==> src/rtl/ripple_sampler_pkg.sv <==
// Purpose : shared types and default widths for the ripple-count sampler slice.
// Latency : n/a (types and constants only).
// Backpressure: n/a.
package ripple_sampler_pkg;

    // Reader FSM: INIT waits for the first trustworthy sample to use as the
    // reference count; RUN turns every later accepted sample into a delta.
    typedef enum logic {
        INIT = 1'b0,
        RUN  = 1'b1
    } state_t;

    localparam int unsigned DEF_CNT_W       = 3;
    localparam int unsigned DEF_PEND_W      = 5;
    localparam int unsigned DEF_ACC_W       = 16;
    localparam int unsigned DEF_SYNC_STAGES = 2;

endpackage : ripple_sampler_pkg

==> src/rtl/ripple_count_sampler_bus_sync.sv <==
// Purpose : per-bit flop-chain synchroniser for an asynchronous multi-bit bus.
// Latency : STAGES clk edges from d_in to q_out.
// Backpressure: none; free-running every cycle.
//
// Ports:
//   clk    in   1  system clock, rising edge
//   rst    in   1  synchronous active-high reset, clears every stage to 0
//   d_in   in   W  asynchronous bus
//   q_out  out  W  synchronised bus (last stage)
module bus_sync #(
    parameter int unsigned W      = 3,
    parameter int unsigned STAGES = 2
) (
    input  logic         clk,
    input  logic         rst,
    input  logic [W-1:0] d_in,
    output logic [W-1:0] q_out
);

    logic [STAGES-1:0][W-1:0] sync_q;
    logic [STAGES-1:0][W-1:0] sync_d;

    always_comb begin
        sync_d    = sync_q;
        sync_d[0] = d_in;
        for (int i = 1; i < int'(STAGES); i++) begin
            sync_d[i] = sync_q[i-1];
        end
    end

    always_ff @(posedge clk) begin
        if (rst) begin
            sync_q <= '0;
        end else begin
            sync_q <= sync_d;
        end
    end

    assign q_out = sync_q[STAGES-1];

endmodule : bus_sync

==> src/rtl/ripple_count_sampler.sv <==
// Purpose : samples an async ripple count, rejects transients, emits modulo deltas + running total.
// Latency : count_in stable at edge N -> delta_valid at N+SYNC_STAGES+2 (filter) / +1 (no filter).
// Backpressure: deltas accumulate in pend while delta_ready=0; saturates at all-ones and sets err.
//
// Ports:
//   clk          in   1       system clock, rising edge
//   rst          in   1       synchronous active-high reset
//   count_in     in   CNT_W   asynchronous ripple count
//   delta_valid  out  1       pending delta available
//   delta_ready  in   1       consumer takes delta this cycle
//   delta        out  PEND_W  counts elapsed since last accepted transfer
//   total        out  ACC_W   running sum of all deltas (wraps)
//   total_wrap   out  1       sticky: total wrapped at least once
//   err          out  1       sticky: pending accumulator saturated
//
// Build option: define RIPPLE_SAMPLER_FILTER_EN to accept a synchronised
// sample only when it matches the previous cycle's sample.
module ripple_count_sampler
    import ripple_sampler_pkg::*;
#(
    parameter int unsigned CNT_W       = DEF_CNT_W,
    parameter int unsigned PEND_W      = DEF_PEND_W,
    parameter int unsigned ACC_W       = DEF_ACC_W,
    parameter int unsigned SYNC_STAGES = DEF_SYNC_STAGES
) (
    input  logic              clk,
    input  logic              rst,
    input  logic [CNT_W-1:0]  count_in,
    output logic              delta_valid,
    input  logic              delta_ready,
    output logic [PEND_W-1:0] delta,
    output logic [ACC_W-1:0]  total,
    output logic              total_wrap,
    output logic              err
);

    localparam int unsigned FILL_W = $clog2(SYNC_STAGES + 1);

    logic [CNT_W-1:0]  s_cnt;

    // Synchroniser warm-up: the chain holds reset zeros for SYNC_STAGES
    // cycles, which must not be mistaken for a real first sample.
    logic [FILL_W-1:0] fill_q, fill_d;
    logic              filled;
    logic              accept;

    logic              acc_vld_q, acc_vld_d;
    logic [CNT_W-1:0]  acc_cnt_q, acc_cnt_d;
    state_t            state_q, state_d;
    logic [CNT_W-1:0]  last_cnt_q, last_cnt_d;
    logic [CNT_W-1:0]  d_cnt;
    logic              hs;
    logic [PEND_W-1:0] pend_base;
    logic [PEND_W:0]   pend_sum;
    logic [PEND_W-1:0] pend_q, pend_d;
    logic              delta_valid_q, delta_valid_d;
    logic [ACC_W:0]    total_sum;
    logic [ACC_W-1:0]  total_q, total_d;
    logic              total_wrap_q, total_wrap_d;
    logic              err_q, err_d;

`ifdef RIPPLE_SAMPLER_FILTER_EN
    logic [CNT_W-1:0]  prev_q, prev_d;
`endif

    bus_sync #(
        .W      (CNT_W),
        .STAGES (SYNC_STAGES)
    ) u_bus_sync (
        .clk   (clk),
        .rst   (rst),
        .d_in  (count_in),
        .q_out (s_cnt)
    );

    always_comb begin
        // Warm-up counter saturates once the chain holds real data.
        filled = (fill_q == FILL_W'(SYNC_STAGES));
        fill_d = filled ? fill_q : fill_q + FILL_W'(1);

`ifdef RIPPLE_SAMPLER_FILTER_EN
        // A ripple transient rarely lasts two cycles; require two equal samples.
        prev_d = s_cnt;
        accept = filled && (s_cnt == prev_q);
`else
        accept = filled;
`endif

        acc_vld_d = accept;
        acc_cnt_d = accept ? s_cnt : acc_cnt_q;

        state_d    = state_q;
        last_cnt_d = last_cnt_q;
        d_cnt      = '0;
        if (acc_vld_q) begin
            case (state_q)
                INIT: begin
                    last_cnt_d = acc_cnt_q;
                    state_d    = RUN;
                end
                RUN: begin
                    // CNT_W-bit subtraction gives the modulo-2^CNT_W distance,
                    // so a 7 -> 0 roll-over reads as one count.
                    d_cnt      = acc_cnt_q - last_cnt_q;
                    last_cnt_d = acc_cnt_q;
                end
                default: state_d = INIT;
            endcase
        end

        // A transfer this cycle empties pend before the new delta lands, so a
        // simultaneous handshake and count neither loses nor repeats counts.
        hs        = delta_valid_q & delta_ready;
        pend_base = hs ? '0 : pend_q;
        pend_sum  = {1'b0, pend_base} + {{(PEND_W + 1 - CNT_W){1'b0}}, d_cnt};
        err_d     = err_q;
        if (pend_sum[PEND_W]) begin
            pend_d = '1;
            err_d  = 1'b1;
        end else begin
            pend_d = pend_sum[PEND_W-1:0];
        end
        delta_valid_d = (pend_d != '0);

        total_sum    = {1'b0, total_q} + (ACC_W + 1)'(d_cnt);
        total_d      = total_sum[ACC_W-1:0];
        total_wrap_d = total_wrap_q | total_sum[ACC_W];
    end

    always_ff @(posedge clk) begin
        if (rst) begin
            fill_q        <= '0;
            acc_vld_q     <= 1'b0;
            acc_cnt_q     <= '0;
            state_q       <= INIT;
            last_cnt_q    <= '0;
            pend_q        <= '0;
            delta_valid_q <= 1'b0;
            total_q       <= '0;
            total_wrap_q  <= 1'b0;
            err_q         <= 1'b0;
`ifdef RIPPLE_SAMPLER_FILTER_EN
            prev_q        <= '0;
`endif
        end else begin
            fill_q        <= fill_d;
            acc_vld_q     <= acc_vld_d;
            acc_cnt_q     <= acc_cnt_d;
            state_q       <= state_d;
            last_cnt_q    <= last_cnt_d;
            pend_q        <= pend_d;
            delta_valid_q <= delta_valid_d;
            total_q       <= total_d;
            total_wrap_q  <= total_wrap_d;
            err_q         <= err_d;
`ifdef RIPPLE_SAMPLER_FILTER_EN
            prev_q        <= prev_d;
`endif
        end
    end

    assign delta_valid = delta_valid_q;
    assign delta       = pend_q;
    assign total       = total_q;
    assign total_wrap  = total_wrap_q;
    assign err         = err_q;

endmodule : ripple_count_sampler

==> config.mk <==
export PLATFORM = sky130hd
export DESIGN_NAME = ripple_count_sampler
export DESIGN_NICKNAME = d
export VERILOG_FILES = /design/src/rtl/ripple_sampler_pkg.sv /design/src/rtl/ripple_count_sampler_bus_sync.sv /design/src/rtl/ripple_count_sampler.sv
export SDC_FILE = /design/constraint.sdc
export NUM_CORES = 1
export LEC_CHECK = 0
export BUFFER_PORTS_ARGS = -buffer_cell sky130_fd_sc_hd__buf_2
export CORE_MARGIN = 8
export CORE_UTILIZATION = 25
export CTS_BUF_LIST = sky130_fd_sc_hd__clkbuf_8
export CTS_CLUSTER_DIAMETER = 30
export DETAILED_ROUTE_END_ITERATION = 8
export PLACE_DENSITY_LB_ADDON = 0.3
export SYNTH_ARGS = -nofsm -noshare
export SYNTH_HDL_FRONTEND = slang
export SYNTH_HIERARCHICAL = 1
export SYNTH_SLANG_ARGS = --single-unit
==> constraint.sdc <==
create_clock -name clk -period 5.4 [get_ports clk]
set_clock_uncertainty 0.2 [all_clocks]
set_input_delay 1.08 -clock clk [delete_from_list [all_inputs] [get_ports clk]]
set_output_delay 1.08 -clock clk [all_outputs]
set_load 0.02 [all_outputs]
==> metrics, run 1 <==
FFs w/ async S/R, synth=0; via/cell ratio=~4.3; critical path type=register to register; Util after Layout=0.313; reg2reg setup slack=2.33 ns; Core Box Area=6790 um^2; Area growth syn-to-layout=21.2%; Fill cells=725; Tightest Pin Transition=0.738 ns; routed len/inst=11.6 um; hold path depth=1; CP delay by family, top=adder cells; Final Hold Fails=0; post-CTS setup buffers=0; GPL Wtd Cong=0.798; CTS hold repair buffers=0; WP buf/inv=3; VDD IR max=approximately 0.14 mV; GRT Util Overall=0.0781; clock sink count=40; most repeated library cell on the critical path=inv_1; RSZ-0062 raised after global routing=false; # IOs=30; CP peak stage delay=0.56 ns; antenna-violating nets left=0; Remaining Overflow, GRT=0; Setup Viol. Count Final=0; Lkg Pwr=around 0.9 nW; die height=about 100 um; Critical Path RT=roughly 5.4 ns; Slew HR=0.508; share of layout cells above drive strength 1=0.177; Final nets=232; Hold Path Sink=u_bus_sync/q_out[0]; Avg Cell Area, Syn=9.50 um^2; CP max FO=6; largest net degree at the start of global routing=between 40 and 50; # port buffers=29; crit start category=register; clock insertion delay at the later pin of the skew report=approximately 0.3 ns; Synth Flop Type=dfxtp_1; initial antenna violation count=0; final wirelength=3.61 mm; Num CTS Buffers=5; cell count after synthesis=185; synthesized net count=202; Clock Pin Slew Worst Setup and Hold Paths=0.08 ns; EDFF count, synth=0; status=finished, final reports clean; DRT iter0 DRCs=48; Max Slew Vio Count=0; Synth Cell Area=1760 um^2; Ys Warns=6; CP endpoint kind=register; Root Driver=clkbuf_8; RR Startpoint=acc_cnt_q[0]; chip width=99.8 um; Initial Utilization=0.259; global-route wire length before repair=6.20 mm; vias in the first global route=between 1,000 and 1,500; final period utilization=0.569; Die Area=approximately 10000 um^2; Max-cap violations=0; Fmax=roughly 330 MHz; CTS tree=built; worst-path cell chain=inv_1, ha_1, inv_1, fa_1, nand3_1, inv_1, fa_1, a21oi_1, nor3b_1, a41oi_1, nor2_1; setup tns final=0 ns; reg2reg end=total_wrap; Slowest-stage cell, CP=a21oi_1; DRC=0; maximum root-to-sink buffer count=2; hold path start=u_bus_sync/sync_d[3]; post-layout min period=3.07 ns; ANT cells=0; worst hold path class=register to register; row count=30; DP HPWL=about 2.6 mm; number of gates resized after CTS=0; Seq/Total Area, Yosys=0.456; distinct cell type count after synthesis=32; Vias=1,329; Worst R2R Path Depth=11; PD cells=308 nW/um^2; worst hold slack=0.249 ns; critical path arrival=3.04 ns; Pre-antenna DRT Iters=4; #FFs+latches synth=40; CTS H-tree lvls=2
==> layout make-up <==
cell class / instances / area [um^2] / area share
clock buffer: 5 / 68.8 / 0.0323
tap: 96 / 120 / 0.0564
sequential: 40 / 801 / 0.376
multi-input combinational: 129 / 896 / 0.421
clock inverter: 2 / 60.1 / 0.0282
timing repair buffer: 29 / 145 / 0.0682
inverter: 10 / 37.5 / 0.0176
==> synth_stat cells, drive strengths merged, types with 3 or more instances <==
cell type,instances,area (um^2)
a211oi,4,30.0
a21o,3,22.5
a21oi,10,50.1
clkbuf,6,22.5
dfxtp,40,801
fa,3,60.1
ha,8,100
inv,10,37.5
mux2i,6,60.1
nand2,9,33.8
nand3,3,15.0
nand4,3,33.8
nor2,31,116
nor2b,12,75.1
xnor2,13,114
xor2,3,26.3
==> cells by family after synthesis <==
kind of cell / count (synthesis) / share of synthesized area
simple gates: 71 / 0.206
flops: 40 / 0.456
compound gates: 24 / 0.0926
xor+xnor: 16 / 0.0798
buf+inv: 16 / 0.0342
fa+ha+maj: 11 / 0.0912
mux: 7 / 0.0406
==> per-layer routing <==
metal  up-vias  track usage  share of wire
li1        681            -              -
met1       615       0.0956           0.49
met2        29        0.113           0.42
met3         4       0.0408          0.078
met4         0       0.0279          0.013
met5         -            0              0
==> worst max path at each step <==
stage                 start           to  slack (ns)  depth (start not counted)
3_3_place_gp    delta_ready  delta_valid        2.32                          8
5_1_grt        acc_cnt_q[0]    total[15]        2.06                         12
6_report       acc_cnt_q[0]   total_wrap        2.33                         11
4_1_cts        acc_cnt_q[0]    total[15]        2.32                         12
2_1_floorplan  acc_cnt_q[0]    total[15]        2.57                         12
3_5_place_dp    delta_ready  delta_valid        2.30                          8
==> layout by cell type, fill, tap and decap left out, drive strengths merged, types with 2 or more instances in the layout <==
cell type	count
nor2b	12
dfxtp	40
nor3b	2
xor2	3
nor4	2
and2	2
a21o	3
fa	3
nand2	9
ha	8
xnor2	13
and3	2
nand4	3
nor4b	2
mux2i	6
bufinv	2
nand3	3
a21oi	10
nor3	2
inv	10
clkbuf	5
nor2	31
a211oi	4
buf	29
==> power breakdown <==
group          switching (W)  internal [W]
clock network       0.000106      0.000182
registers          0.0000101      0.000309
logic              0.0000257     0.0000232
==> flip-flops by register name, summed over array words and instances (netlist names) <==
| signal | cells |
|---|---|
| acc_cnt_q | 3 |
| acc_vld_q | 1 |
| delta | 5 |
| delta_valid | 1 |
| err | 1 |
| fill_q | 2 |
| last_cnt_q | 3 |
| state_q | 1 |
| total | 16 |
| total_wrap | 1 |
| u_bus_sync/q_out | 3 |
| u_bus_sync/sync_d | 3 |
==> stage by stage <==
| step | setup slack [ns] | area (um^2) | instances | power (W) |
|---|---|---|---|---|
| final | 2.33 | 2130 | 311 | 0.000655 |
| after detailed placement | 2.30 | 2000 | 304 | 0.000376 |
| after CTS | 2.32 | 2130 | 311 | 0.000667 |
| after floorplan | 2.57 | 1760 | 185 | 0.000365 |
| after global routing | 2.06 | 2130 | 311 | 0.000684 |
| after global placement | 2.32 | 2000 | 304 | 0.000374 |
Power figures use the tool's default switching activity.
==> run 2, diff against run 1 <==
--- a/config.mk
+++ b/config.mk
@@ -5,6 +5,7 @@
 export SDC_FILE = /design/constraint.sdc
 export NUM_CORES = 1
 export LEC_CHECK = 0
+export ABC_AREA = 1
 export BUFFER_PORTS_ARGS = -buffer_cell sky130_fd_sc_hd__buf_2
 export CORE_MARGIN = 8
 export CORE_UTILIZATION = 25
==> constraint.sdc (replaced) <==
create_clock -name clk -period 3.1 [get_ports clk]
set_clock_uncertainty 0.2 [all_clocks]
set_input_delay 0.62 -clock clk [delete_from_list [all_inputs] [get_ports clk]]
set_output_delay 0.62 -clock clk [all_outputs]
set_load 0.02 [all_outputs]
==> metrics, run 2 <==
status=finished, final reports clean; worst hold path class=register to register; largest net degree at the start of global routing=24; Clock Power Share=0.385; DRT iter0 DRCs=63; Fill cells=802; post-CTS setup buffers=0; GPL Wtd Cong=0.822; share of the synthesized area in the top cell type=0.431; EDFF count, synth=0; Max-cap violations=0; Tightest Pin Transition=0.645 ns; Clock Pin Slew Worst Setup and Hold Paths=around 0.080 ns; Internal Power=0.000845 W; Slowest-stage cell, CP=fa_1; maximum root-to-sink buffer count=2; Lkg Pwr=~1.0 nW; Ys Warns=6; Root Driver=clkbuf_8; GRT Util Overall=0.0827; routed len/inst=just over 10 um; clock insertion delay at the later pin of the skew report=0.29 ns; post-layout min period=2.51 ns; Core Box Area=7210 um^2; max FFs per register=16; CP max FO=3; CP peak stage delay=between 0.4 and 0.5 ns; final period utilization=0.809; # IOs=30; via/cell ratio=4.05; Avg Cell Area, Syn=7.38 um^2; worst-path cell chain=inv_1, ha_1, inv_1, fa_1, nand3_1, inv_1, fa_1, nand2_2, nand2_1, nand2_1, nor2_1, nand2_1, a21oi_1; distinct cell type count after synthesis=22; Area contributors post-synth=dfxtp_1 (43%), nand2_1 (8.7%), nor2_1 (8.7%), inv_1 (8.5%), a21oi_1 (5.4%); Sequential Power Share=0.513; initial antenna violation count=0; Initial Utilization=0.258; critical path type=register to register; Area growth syn-to-layout=20.0%; die height=102 um; CP endpoint kind=register; clock sink count=40; VDD IR max=0.180 mV; Sw Share=0.250; Max Slew Vio Count=0; DP HPWL=3.03 mm; Final nets=~300; CTS hold repair buffers=0; Util after Layout=0.309; chip width=102 um; # port buffers=29; Critical Path RT=3.07 ns; vias in the first global route=1,539; WP buf/inv=3; most frequent cells in the layout=nand2_1 (43), nor2_1 (43), inv_1 (42); Die Area=10,500 um^2; Seq/Total Area, Yosys=0.431; Synth top cells by count=nand2_1 (43), nor2_1 (43), inv_1 (42); global-route wire length before repair=approximately 7 mm; final wirelength=slightly below 4 mm; reported net switching power=around 0.00028 W; FFs w/ async S/R, synth=0; Num CTS Buffers=5; CTS H-tree lvls=2; share of layout cells above drive strength 1=0.164; critical path arrival=2.48 ns; number of gates resized after CTS=0; antenna-violating nets left=0; total power=0.00113 W; ANT cells=0; Remaining Overflow, GRT=0; setup tns final=0 ns; cell taking the most area after synthesis=dfxtp_1; Fmax=399 MHz; worst setup margin=0.591 ns; #FFs+latches synth=40; Slew HR=0.570; Combinational Power Share=0.102; Final Hold Fails=0; RSZ-0062 raised after global routing=false; synthesized net count=269; Pre-antenna DRT Iters=4; CTS tree=built; CP delay by family, top=adder cells; crit start category=register; DRC=0; row count=31; PD cells=505 nW/um^2; Setup Viol. Count Final=0; Synth Flop Type=dfxtp_1; Place WS=between 0.5 and 0.6 ns; Vias=between 1,500 and 2,000; Synth Cell Area=1860 um^2; cell count after synthesis=252
run 2: changes by cell type in the layout (fill, tap and decap cells not counted), moves of 6 or more:
cell	change
nor2_1	+12
o21ai_0	+15
mux2i_1	-6
inv_1	+32
xnor2_1	-11
nor2b_1	-12
a21oi_1	+10
nand2_1	+34
nand3_1	+12
run 2: path summary, 6_finish.rpt:
| kind | from | end | cells past startpoint | slack (ns) |
|---|---|---|---|---|
| setup / recovery | acc_cnt_q[0] | total[14] | 13 | 0.59 |
| hold / removal | u_bus_sync/sync_d[3] | u_bus_sync/q_out[0] | 2 | 0.20 |
| setup reg to reg | acc_cnt_q[0] | total[14] | 13 | 0.59 |
| hold reg to reg | u_bus_sync/sync_d[3] | u_bus_sync/q_out[0] | 2 | 0.20 |
run 2: layout make-up:
cell class,instances,area [um^2],area share
clock buffers,5,68.8,0.0308
clock inverters,3,46.3,0.0208
inverters,42,158,0.0707
multi-input cells,167,888,0.398
flip-flops and latches,40,801,0.359
well taps,99,124,0.0555
repair buffers,29,145,0.0651
run 2: metrics by stage:
| stage | instance area, um^2 | hold slack (ns) | instances |
|---|---|---|---|
| finish | 2230 | 0.203 | 385 |
| global route | 2230 | 0.246 | 385 |
| CTS | 2230 | 0.206 | 385 |
| detailed placement | 2120 | 0.193 | 377 |
| global placement | 2120 | 0.190 | 377 |
| floorplan | 1860 | 0.188 | 252 |
run 2: cell families (layout without fill, tap and decap cells):
family,Yosys count,in the layout,share of synthesized area
AO/OA/AOI/OAI,37,37,0.106
XOR/XNOR,3,3,0.0141
adder cells (fa/ha/maj),11,11,0.0861
buffers and inverters,45,79,0.0915
flip-flops,40,40,0.431
AND/OR/NAND/NOR,116,116,0.272
run 2: metal layers:
metal / up-vias / global-route usage / wire (um)
met1: 668 / 0.112 / 2060
li1: 849 / - / -
met2: 37 / 0.124 / 1610
met3: 4 / 0.0184 / 201
met4: 0 / 0.0305 / 35
met5: - / 0 / 0
run 2: tightest hold or removal path, stage by stage (launching register included):
cell and delay (ns):
dfxtp_1 0.30, inv_1 0.04, nor2_1 0.03
run 2: power by group through the flow:
| stage | sequential [W] | clock [W] | combinational, W |
|---|---|---|---|
| global placement | 0.000590 | 0 | 0.000117 |
| finish | 0.000578 | 0.000433 | 0.000115 |
| floorplan | 0.000585 | 0 | 0.0000943 |
| global route | 0.000584 | 0.000472 | 0.000144 |
| detailed placement | 0.000591 | 0 | 0.000117 |
| CTS | 0.000578 | 0.000454 | 0.000118 |
==> run 3, diff against run 2 <==
==> constraint.sdc (replaced) <==
create_clock -name clk -period 2.4 [get_ports clk]
set_clock_uncertainty 0.2 [all_clocks]
set_input_delay 0.48 -clock clk [delete_from_list [all_inputs] [get_ports clk]]
set_output_delay 0.48 -clock clk [all_outputs]
set_load 0.02 [all_outputs]
==> metrics, run 3 (synthesis results as in run 2) <==
share of layout cells above drive strength 1=0.313; antenna-violating nets left=0; # port buffers=29; initial antenna violation count=0; Initial Utilization=0.258; row count=31; max FFs per register=16; Max-cap violations=0; commonest non-fill, non-tap cell in the layout=nor2_1; Clock Power Share=0.363; worst hold path class=input port to register; ANT cells=0; die height=102 um; Slew HR=0.737; CTS hold repair buffers=0; Sw Share=0.259; reg2reg setup slack=0.02 ns; final wirelength=4.29 mm; Cells after DPL=386; most frequent cells in the layout=nor2_1 (42), dfxtp_1 (38), inv_1 (37); final period utilization=0.993; PD cells=603 nW/um^2; clock sink count=40; DP HPWL=3.11 mm; maximum root-to-sink buffer count=2; GRT Util Overall=0.0847; Remaining Overflow, GRT=0; Vias=1,654; Lkg Pwr=1.12 nW; # IOs=30; RR Startpoint=acc_cnt_q[0]; RSZ-0062 raised after global routing=true; Num CTS Buffers=5; Combinational Power Share=0.143; Sequential Power Share=0.494; VDD IR max=between 0.2 and 0.25 mV; CP max FO=6; post-layout min period=2.38 ns; global-route wire length before repair=7.13 mm; Fmax=between 400 and 500 MHz; Finished Layout Cells=399; critical path arrival=2.38 ns; Core Box Area=7210 um^2; critical path type=register to register; Final nets=316; Die Area=10,500 um^2; total power=0.00152 W; Worst R2R Path Depth=12; Final Hold Fails=0; Setup Viol. Count Final=0; Finished Cell Area=~2500 um^2; Pre-antenna DRT Iters=4; crit start category=register; Worst Setup EP=total[10]; Critical Path RT=2.39 ns; Area growth syn-to-layout=35.3%; vias in the first global route=about 1,600; Tightest Pin Transition=0.395 ns; largest net degree at the start of global routing=18; dpl cell area=2180 um^2; routed len/inst=10.7 um; Worst Setup SP=acc_cnt_q[0]; DRT iter0 DRCs=51; via/cell ratio=4.15; reg2reg end=total[10]; Root Driver=clkbuf_8; status=finished, final reports clean; Max Slew Vio Count=0; Clock Pin Slew Worst Setup and Hold Paths=~0.08 ns; CTS H-tree lvls=2; clock insertion delay at the later pin of the skew report=about 0.29 ns; GPL Wtd Cong=0.788; Util after Layout=0.349; DRC=0; CTS tree=built; CP endpoint kind=register; chip width=102 um; reported net switching power=0.000393 W; Internal Power=0.00112 W
run 3: cell types whose count changed in the layout (fill, tap and decap cells not counted), sizes merged:
cell	delta
clkinv	+1
inv	-2
buf	+14
clkinvlp	+1
run 3: final cells by class:
class / instances / area [um^2]
flip-flops and latches: 40 / 803
fillers: 782 / 4700
multi-input cells: 167 / 1050
clock inverters: 3 / 42.5
clock buffers: 5 / 68.8
repair buffers: 43 / 262
well taps: 99 / 124
inverters: 42 / 161
run 3: per-stage QoR:
stage | hold slack (ns) | setup TNS (ns) | worst slack (ns)
detailed placement | 0.195 | -1.21 | -0.160
CTS | 0.174 | 0 | 0.00235
floorplan | 0.188 | 0 | 0.0665
global placement | 0.191 | -0.635 | -0.121
finish | 0.184 | 0 | 0.0166
global route | 0.171 | -1.19 | -0.150
run 3: timing repair:
item                       in CTS  in global routing
buffers inserted                1                  4
setup endpoints to repair      18                 19
pin swaps                      13                 20
gates resized for setup        17                 30
hold endpoints to repair        0                  0
run 3: routing by layer:
layer  GRT usage  part of all wire  vias up
met5           0                 0        -
met4      0.0384             0.016        0
met1       0.105              0.48      729
li1            -                 -      881
met3      0.0252             0.067        7
met2       0.132              0.44       37
run 3: how the worst min path moves through the flow:
stage | cells past startpoint | slack [ns] | start | to
finish | 3 | 0.18 | count_in[0] | u_bus_sync/sync_d[3]
global route | 3 | 0.17 | count_in[0] | u_bus_sync/sync_d[3]
CTS | 3 | 0.17 | count_in[0] | u_bus_sync/sync_d[3]
detailed placement | 2 | 0.19 | u_bus_sync/sync_d[4] | u_bus_sync/q_out[1]
global placement | 2 | 0.19 | u_bus_sync/sync_d[4] | u_bus_sync/q_out[1]
floorplan | 2 | 0.19 | u_bus_sync/sync_d[3] | u_bus_sync/q_out[0]
run 3: power groups by stage:
stage,clock (W),combinational (W),sequential [W]
4_1_cts,0.000577,0.000207,0.000745
3_5_place_dp,0,0.000175,0.000760
5_1_grt,0.000598,0.000252,0.000756
3_3_place_gp,0,0.000172,0.000758
2_1_floorplan,0,0.000122,0.000756
6_report,0.000551,0.000217,0.000750
run 3: critical path, cell delays in order (launching register included):
cell,delay (ns)
dfxtp_2,0.32
inv_2,0.06
ha_4,0.12
inv_2,0.03
fa_2,0.52
nand3_2,0.09
inv_2,0.11
fa_2,0.22
nand2_2,0.07
a21oi_4,0.20
nand3b_1,0.12
o21ai_1,0.15
nor2_1,0.06
